**src/rtl/delay_arb_ctrl.sv**
```systemverilog
// Two-channel round-robin front end onto one programmable-depth delay line.
// Depth changes drain the line before the new depth takes effect.
module delay_arb_ctrl #(
   parameter int MAX_DEPTH = 8,
   parameter int RST_DEPTH = 3,
   parameter int DW        = 4
) (
   input  logic          clk,
   input  logic          reset,
   input  logic          a_valid,
   input  logic [24:0]   a_data,
   output logic          a_ready,
   input  logic          b_valid,
   input  logic [24:0]   b_data,
   output logic          b_ready,
   input  logic          cfg_wr,
   input  logic [DW-1:0] cfg_depth,
   output logic          cfg_busy,
   output logic [DW-1:0] cur_depth,
   output logic          out_valid,
   output logic [24:0]   out_data,
   output logic          out_ch
);

   localparam int CW = $clog2(MAX_DEPTH + 1);

   localparam logic [0:0] RUN   = 1'b0;
   localparam logic [0:0] DRAIN = 1'b1;

   typedef struct packed {
      logic        v;
      logic        ch;
      logic [24:0] d;
   } slot_t;

   slot_t [MAX_DEPTH-1:0] pipe_q, pipe_d;
   logic [0:0]    state_q, state_d;
   logic          last_q, last_d;
   logic [DW-1:0] depth_q, depth_d;
   logic [DW-1:0] pend_q, pend_d;
   logic [DW-1:0] clamp;
   logic [CW-1:0] cnt_q, cnt_d;
   logic          run, acc, emit;
   int            ins;

   assign run     = (state_q == RUN);
   assign a_ready = run & a_valid & (~b_valid | last_q);
   assign b_ready = run & b_valid & (~a_valid | ~last_q);
   assign acc     = a_ready | b_ready;
   assign emit    = pipe_q[MAX_DEPTH-1].v;

   assign cfg_busy  = (state_q == DRAIN);
   assign cur_depth = depth_q;
   assign out_valid = pipe_q[MAX_DEPTH-1].v;
   assign out_data  = pipe_q[MAX_DEPTH-1].d;
   assign out_ch    = pipe_q[MAX_DEPTH-1].ch;

   always_comb begin
      clamp = cfg_depth;
      if (cfg_depth == '0)
         clamp = DW'(1);
      else if (int'(cfg_depth) > MAX_DEPTH)
         clamp = DW'(MAX_DEPTH);
   end

   // Samples enter D slots before the tail so they exit after D edges.
   always_comb begin
      ins    = MAX_DEPTH - int'(depth_q);
      pipe_d = '0;
      for (int i = 1; i < MAX_DEPTH; i++)
         pipe_d[i] = pipe_q[i-1];
      for (int i = 0; i < MAX_DEPTH; i++) begin
         if (acc && i == ins) begin
            pipe_d[i].v  = 1'b1;
            pipe_d[i].ch = b_ready;
            pipe_d[i].d  = b_ready ? b_data : a_data;
         end
      end
   end

   always_comb begin
      cnt_d = cnt_q;
      if (acc && !emit)
         cnt_d = cnt_q + CW'(1);
      else if (!acc && emit)
         cnt_d = cnt_q - CW'(1);
   end

   always_comb begin
      last_d  = acc ? b_ready : last_q;
      state_d = state_q;
      depth_d = depth_q;
      pend_d  = pend_q;
      unique case (state_q)
         RUN: begin
            if (cfg_wr) begin
               pend_d  = clamp;
               state_d = DRAIN;
            end
         end
         DRAIN: begin
            if (cnt_d == '0) begin
               depth_d = pend_q;
               state_d = RUN;
            end
         end
         default: state_d = RUN;
      endcase
   end

   always_ff @(posedge clk or posedge reset) begin
      if (reset) begin
         pipe_q  <= '0;
         state_q <= RUN;
         last_q  <= 1'b1;
         depth_q <= DW'(RST_DEPTH);
         pend_q  <= DW'(RST_DEPTH);
         cnt_q   <= '0;
      end else begin
         pipe_q  <= pipe_d;
         state_q <= state_d;
         last_q  <= last_d;
         depth_q <= depth_d;
         pend_q  <= pend_d;
         cnt_q   <= cnt_d;
      end
   end

endmodule

```
**config.mk**
```make
export PLATFORM = sky130hd
export DESIGN_NAME = delay_arb_ctrl
export DESIGN_NICKNAME = d
export VERILOG_FILES = /design/src/rtl/delay_arb_ctrl.sv
export SDC_FILE = /design/constraint.sdc
export NUM_CORES = 1
export LEC_CHECK = 0
export CAP_MARGIN = 30
export CORE_ASPECT_RATIO = 2
export CORE_MARGIN = 2
export CORE_UTILIZATION = 40
export DETAILED_ROUTE_END_ITERATION = 6
export DONT_BUFFER_PORTS = 1
export SLEW_MARGIN = 10
export SYNTH_ARGS = -nofsm -noshare
export SYNTH_HDL_FRONTEND = slang
export SYNTH_SLANG_ARGS = --single-unit
```
**constraint.sdc**
```tcl
create_clock -name clk -period 9.6 [get_ports clk]
set_input_delay 0.48 -clock clk [delete_from_list [all_inputs] [get_ports clk]]
set_output_delay 0.48 -clock clk [all_outputs]
set_load 0.005 [all_outputs]
```
* Word level (Yosys, flattened, before mapping)
Index checks and enable logic that the tools add are counted.
** Word-level totals
- Register bits :: 230
- Bits of input ports :: 59
- Output and inout port bits :: 34
- Word-level logic and storage cells :: 84
** Operators by class
- Add/subtract/negate cells :: 3
- Magnitude comparators :: 1
- Eq/ne operators :: 7
- Mux-type cells :: 16
- Bitwise gates (word level) :: 11
- Reduce and logical (&&, ||, !) cells :: 17
** Operators by type and width (count)
- $mux 27 :: 8
- $logic_not 32->1 :: 1
- $mux 25 :: 1
- $eq 4x5->1 const A :: 4
- $mux 4 :: 4
- $eq 3x5->1 const A :: 2
- $logic_and 1x1->1 :: 10
- $logic_not 4->1 :: 2
- $eq 2x5->1 const A :: 1
- $sub 4x4->5 const A :: 1
- $add 4x1->4 const B :: 1
- $and 1x1->1 :: 4
- $gt 4x4->1 const B :: 1
- $not 1->1 :: 4
- $reduce_and 2->1 :: 2
- $sub 4x1->4 const B :: 1
- $or 1x1->1 :: 3
- $logic_not 1->1 :: 2
- $mux 1 :: 2
- $pmux 1 s2 :: 1

* Depth between registers and ports, before layout
Gate-level depths: netlist of run 1.
- Depth in word-level cells :: 11
- Depth in mapped cells :: 8

* Worst setup path before layout of run 1
Ideal clock, no wire load.
- Path type :: in2reg
- From :: input port b_valid
- To :: register depth_q[2] (netlist: cur_depth[2])
- Library setup time :: 125 ps
- Data arrival time :: 1965 ps
- Data required time :: 9475 ps
- Slack :: 7510 ps
- Stages on the path :: 6
- Buffers on the path :: 1
- Cell sequence :: o21bai_4 mux2i_1 xor2_1 or4b_1 buf_2 mux2_4
** Between the ends
- Longest elaborated chain between the ends :: 10
- Elaborated cells on any way between the ends :: 13
- Those cells by class :: mux (2); bitwise (6); reduce/logical (5)
** Ends and longest elaborated chain
- start: declaration :: line 13 : input logic b_valid,
- $not 1->1 :: line 47 : assign a_ready = run & a_valid & (~b_valid | last_q);
- $or 1x1->1 :: line 47
- $and 1x1->1 :: line 47
- $or 1x1->1 (*) :: line 49 : assign acc = a_ready | b_ready;
- $logic_not 1->1 :: line 85 : else if (!acc && emit)
- $logic_and 1x1->1 :: line 85
- $mux 4 :: line 85
- $mux 4 (*) :: line 83 : if (acc && !emit)
- net cnt_d[2] :: line 42 : logic [CW-1:0] cnt_q, cnt_d;
- $logic_not 4->1 (*) :: line 102 : if (cnt_d == '0) begin
- $reduce_and 2->1 (no line) (*)
- end signal: assignment :: line 116 : depth_q <= DW'(RST_DEPTH);
- end signal: assignment :: line 123 : depth_q <= depth_d;
- end: declaration :: line 39 : logic [DW-1:0] depth_q, depth_d;
The timed path passes the listed nets; every way through them passes the cells marked *.
A chain may end at the register's enable or synchronous reset.

* Worst setup path after layout of run 1
- From :: register last_q
- To :: output port b_ready
** Between the ends
- Longest elaborated chain between the ends :: 3
** Ends and longest elaborated chain
- start: declaration :: line 38 : logic last_q, last_d;
- start signal: assignment :: line 122 : last_q <= last_d;
- $not 1->1 :: line 48 : assign b_ready = run & b_valid & (~a_valid | ~last_q);
- $or 1x1->1 :: line 48
- $and 1x1->1 :: line 48
- end: declaration :: line 15 : output logic b_ready,
No other way between the ends.

==> flow_summary.toml, run 1 <==
[place]
dp_cells = 992
place.gp.congestion = 0.706
io_buffers = 0
dpl_cell_area_mm2 = 0.00868
post-place-ws_ns = 7.04
dpl.hpwl_mm = 9.86

[grt]
grt.total_usage = 0.157
grt_max_degree = 97
grt_overflow_total = 0
antenna_found_initial = 0
grt_pass1_wl_mm = 28.0
grt_pass1_vias = 5206

[setup_path]
cp_slowest_cell = "dfstp_2"
critPathBufInv = 2
path_delay_family = "buffers and inverters"
cp-end-kind = "primary output"
reg2reg_slack_ns = 7.07
path_cells = "nand2_1, nand3b_1, buf_4, inv_1"
critPathMaxFanout = 26
crit_path_start_kind = "flop"
max_stage_delay_ns = 0.55
worstPathArrival_ns = 2.26
crit_type = "reg -> out"
cp.required_ns = 9.12

[logic_synthesis]
ys_types = 33
synthTopCellsByArea = "dfrtp_1 (66%), o21ai_0 (6.3%), nand2_1 (5.0%)"
synth_top_area_cell = "dfrtp_1"
yosys.area.top_type_share = 0.658
synth-seq-area-share = 0.673
syn_area_per_cell_um2 = 10.9
syn-cell-area_mm2 = 0.00856
ys_warn_count = 0
synth-seq-cells = 230
postSynthCellCount = 784
synth_nets = 845

[finish]
final_layout_size_suffix_gt1_frac = 0.0872
final_cells = 1026
final_cell_mix = "dfrtp_1 (225), nand2_1 (112), nor2_1 (109)"
fin_nets = 808
final_common_cell = "dfrtp_1"
n_antenna_cell = 0
area_growth_pct = 9.05
fin_area_mm2 = 0.00933

[hold_path]
hold_class = "in -> reg"

[pwr]
p_total_uw = 1950
ir_drop_mv = 0.147
power_density_mw_per_mm2 = 209
leakage_uw = 0.00465

[sta]
setup_violations = 0
fmax_mhz = 365
period_needed_ns = 2.74
slew-limit-headroom = 0.460
finalCritPeriodShare = 0.285
drv_slew = 0
setup_ws_ns = 6.86
worst_pin_slew_ns = 0.809
totalNegativeSetupSlack_ns = 0
skew_ns = 0.0129
finalHoldViolCount = 0
rsz0062_at_grt = "false"

[clocking]
cts_buffers = 20
cts_tree = "done"
cts_buffer_depth = 3
path_clk_slew_ns = 0.07
cts_root_buffer = "clkbuf_16"
cts_sinks = 230
htree_levels = 1
clock_latency_ns = 0.50

[detailed_routing]
routed_wl_mm = 16.9
drtIter0Drc = 290
wl_per_cell_um = 16.5
ant_nets = 0
drt_first_pass_iters = 4
viasPerCell = 5.07
drc = 0
vias = 5206

[die]
rows = 75
fp.coreArea_mm2 = 0.0210
die_x_um = 107
io_pins = 93
dieArea_mm2 = 0.0227
initial_core_util = 0.407
die_h_um = 211

[flow_run]
drv_cap = 0

[outcome]
status = "completed"
==> cell type report <==
type                            instances  area (um^2)
Clock inverter                          5         25.0
Timing Repair Buffer                   12          165
Inverter                                6         30.0
Multi-Input combinational cell        477         2430
Tap cell                              269          337
Clock buffer                           27          588
Sequential cell                       230         5760
Fill cell                            2045        11700
==> worst reg2reg max path, delay by kind of cell, from the launching register on <==
family	cells	cell delay, ns
mux	1	0.68
flops	1	0.55
buf+inv	1	0.52
simple gates	2	0.44
compound gates	1	0.19
==> layer usage <==
metal | GRT usage | wire length (um)
met5 | 0 | 0
met4 | 0.0522 | 353
met3 | 0.0244 | 669
met2 | 0.272 | 8740
met1 | 0.200 | 7160
==> worst paths after layout <==
kind	from	to	cells past startpoint
worst max-delay path	last_q	b_ready	4
worst min-delay path	cfg_depth[3]	pend_q[0]	1
worst max register to register	last_q	pipe_q[176]	5
worst min register to register	pipe_q[188]	out_valid	1
max in group asynchronous	reset	pipe_q[155]	5
min in group asynchronous	reset	out_data[13]	2
==> flip-flops by register name, indices dropped and copies added (netlist names) <==
name / flops
cnt_q: 4
cfg_busy: 1
out_data: 25
pend_q: 4
pipe_q: 189
out_ch: 1
last_q: 1
cur_depth: 4
out_valid: 1
==> kinds of logic (layout without fill, tap and decap cells) <==
family	count (synthesis)	count (layout)	share of synthesized area
compound gates	188	188	0.112
flops	230	230	0.673
xor+xnor	4	4	0.00409
fa+ha+maj	2	2	0.00292
buf+inv	77	50	0.0452
simple gates	248	248	0.118
mux	35	35	0.0440
==> Yosys cell counts, drive strengths merged <==
| cell type | instances |
|---|---|
| dfrtp | 225 |
| nand2 | 113 |
| nor2 | 109 |
| o21ai | 107 |
| a21oi | 77 |
| clkbuf | 43 |
| buf | 28 |
| mux2i | 26 |
| mux2 | 9 |
| nand2b | 8 |
| inv | 6 |
| dfstp | 5 |
| or2 | 3 |
| ha | 2 |
| nand3 | 2 |
| nand3b | 2 |
| nand4b | 2 |
| nor3b | 2 |
| xnor2 | 2 |
| xor2 | 2 |
| a31oi | 1 |
| and2 | 1 |
| and3 | 1 |
| and4b | 1 |
| nor2b | 1 |
| nor3 | 1 |
| nor4b | 1 |
| o21a | 1 |
| o21bai | 1 |
| o31ai | 1 |
| or4b | 1 |
==> metrics by stage <==
step                      hold slack [ns]  utilization
after global placement              0.418        0.409
after CTS                          0.0134        0.443
final                              0.0365        0.444
after detailed placement            0.385        0.413
after global routing               0.0212        0.444
after floorplan                     0.408            -
==> repair_timing <==
action,4_1_cts,5_1_grt
setup buffers,0,0
endpoints found under the hold margin,58,0
resized for setup,0,0
hold buffers,1,0
==> report_power, final <==
part,internal [uW],switching (uW),leakage [uW]
Sequential,1020,33.8,0.00318
Combinational,50.5,83.5,0.00116
Clock,427,339,0.000309
Power figures use the tool's default switching activity.
==> run 2, diff against run 1 <==
==> constraint.sdc (replaced) <==
create_clock -name clk -period 2.4 [get_ports clk]
set_input_delay 0.12 -clock clk [delete_from_list [all_inputs] [get_ports clk]]
set_output_delay 0.12 -clock clk [all_outputs]
set_load 0.005 [all_outputs]
==> run 2 against run 1 <==
  * Via count is 4.7% higher
  * Utilization is 3.7 points higher
  * Hold slack worse by 0.031 ns
  * Critical path depth is 2 higher
  * Sequential power grew to 4.0 times the previous value
  * Clock-buffer cell count is 3 higher
  * Routed wire length is 1.7% lower
  * Combinational power grew to 5.3 times the previous value
  * Worst setup slack worse by 6.9 ns
  * Global-route usage is 0.33 points lower
  * Die area stayed put
  * Register-to-register slack worse by 7.1 ns
  * Critical path type is now reg -> reg
  * Largest cell class unchanged
==> flow_summary.toml, run 2 (synthesis results as in run 1) <==
[sta]
setup_violations = 0
finalHoldViolCount = 0
totalNegativeSetupSlack_ns = 0
rsz0062_at_grt = "true"
period_needed_ns = 2.39
drv_slew = 0
skew_ns = 0.00543
slew-limit-headroom = 0.533
finalCritPeriodShare = 0.996
fmax_mhz = 418
worst_pin_slew_ns = 0.701
setup_ws_ns = 0.0105

[grt]
grt_max_degree = 89
antenna_found_initial = 0
grt.total_usage = 0.153
grt_pass1_vias = 5388
grt_pass1_wl_mm = 27.8
grt_overflow_total = 0

[outcome]
status = "completed"

[flow_run]
drv_cap = 0

[finish]
post-route-util = 0.481
multiInputGateArea_mm2 = 0.00244
n_antenna_cell = 0
top_register = "pipe_q"
nFillCells = 1925
fin_area_mm2 = 0.0101
final_common_cell = "dfrtp_1"
regArea_mm2 = 0.00576
fin_nets = 890
final_cell_mix = "dfrtp_1 (225), nand2_1 (112), nor2_1 (109)"
area_growth_pct = 18.1
largest_reg_flops = 189
final_layout_size_suffix_gt1_frac = 0.108

[clocking]
path_clk_slew_ns = 0.06
cts_root_buffer = "clkbuf_16"
cts_tree = "done"
cts_buffer_depth = 3
cts_buffers = 20
htree_levels = 1
post-cts-setup-buffer-count = 0
clock_latency_ns = 0.49
cts_sinks = 230

[detailed_routing]
drt_first_pass_iters = 6
drc = 0
drtIter0Drc = 194
wl_per_cell_um = 15.0
viasPerCell = 4.91
routed_wl_mm = 16.6
vias = 5451
ant_nets = 0

[setup_path]
worstPathArrival_ns = 2.76
cp.required_ns = 2.77
cp_slowest_cell = "dlygate4sd3_1"
cp-end-kind = "flop"
max_stage_delay_ns = 0.71
crit_type = "reg -> reg"
crit_path_start_kind = "flop"
critPathMaxFanout = 26
path_cells = "nand2_1, nand3b_1, buf_12, mux2i_1, dlygate4sd3_1, a21oi_1"

[pwr]
ir_drop_mv = 0.508
leakage_uw = 0.00496
power_density_mw_per_mm2 = 787

[die]
die_h_um = 211
fp.coreArea_mm2 = 0.0210
dieArea_mm2 = 0.0227
initial_core_util = 0.407
die_x_um = 107
rows = 75
io_pins = 93

[place]
dpl.hpwl_mm = 9.89
post-place-ws_ns = 0.242
place.gp.congestion = 0.705
io_buffers = 0
dpl_cell_area_mm2 = 0.00886

[hold_path]
hold_class = "in -> reg"
==> run 2: cell types whose count changed in the layout (fill, tap and decap cells not counted) <==
cell	delta
mux2i_2	+4
inv_8	-1
buf_12	+4
clkinv_2	-1
clkbuf_1	+3
mux2i_1	-4
buf_4	+21
dlygate4sd3_1	+60
buf_16	-3
clkinvlp_4	+1
==> run 2: worst max-delay path: cells and delay by family, from the launching register on <==
family / cells / cell delay (ns)
simple gates: 2 / 0.19
mux: 1 / 0.47
buf+inv: 2 / 0.95
flops: 1 / 0.54
compound gates: 1 / 0.09
==> run 2: cell type report <==
| class | count | area share |
|---|---|---|
| clock buffer | 30 | 0.0593 |
| clock inverter | 4 | 0.00198 |
| inverter | 6 | 0.00260 |
| multi-input combinational | 477 | 0.242 |
| sequential | 230 | 0.570 |
| tap | 269 | 0.0333 |
| timing repair buffer | 94 | 0.0911 |
==> run 2: through the flow <==
stage / hold slack [ns] / total power (uW) / cells
3_5_place_dp: 0.190 / 4860 / 1015
2_1_floorplan: 0.183 / 4670 / 784
4_1_cts: 0.000194 / 8060 / 1108
5_1_grt: 0.0426 / 8340 / 1110
6_report: 0.00598 / 7950 / 1110
3_3_place_gp: 0.189 / 4830 / 1015
==> run 2: what timing repair did <==
item                                    4_1_cts  5_1_grt
hold buffers                                 59        2
resized for setup                             0        4
endpoints found under the hold margin       285       12
endpoints found under the setup margin        0        9
==> run 2: worst paths after layout <==
kind	start	end	slack [ns]	cells after the start
hold reg to reg	pipe_q[53]	pipe_q[80]	0.43	1
min in group asynchronous	reset	pipe_q[143]	0.32	3
hold / removal	a_data[22]	pipe_q[22]	0.006	2
setup / recovery	last_q	pipe_q[90]	0.01	6
max in group asynchronous	reset	pipe_q[98]	1.47	3
setup reg to reg	last_q	pipe_q[90]	0.01	6
==> run 2: layer usage <==
layer | track usage | vias up | wire (um)
met3 | 0.0234 | 20 | 555
li1 | - | 2637 | -
met5 | 0 | - | 0
met4 | 0.0491 | 0 | 380
met2 | 0.272 | 89 | 8740
met1 | 0.191 | 2705 | 6960
==> run 2: where the power goes <==
part / switching [uW] / internal [uW] / leakage [uW]
Sequential: 131 / 4060 / 0.00318
Combinational: 375 / 330 / 0.00147
Clock: 1330 / 1720 / 0.000309
Total: 1840 / 6110 / 0.00496
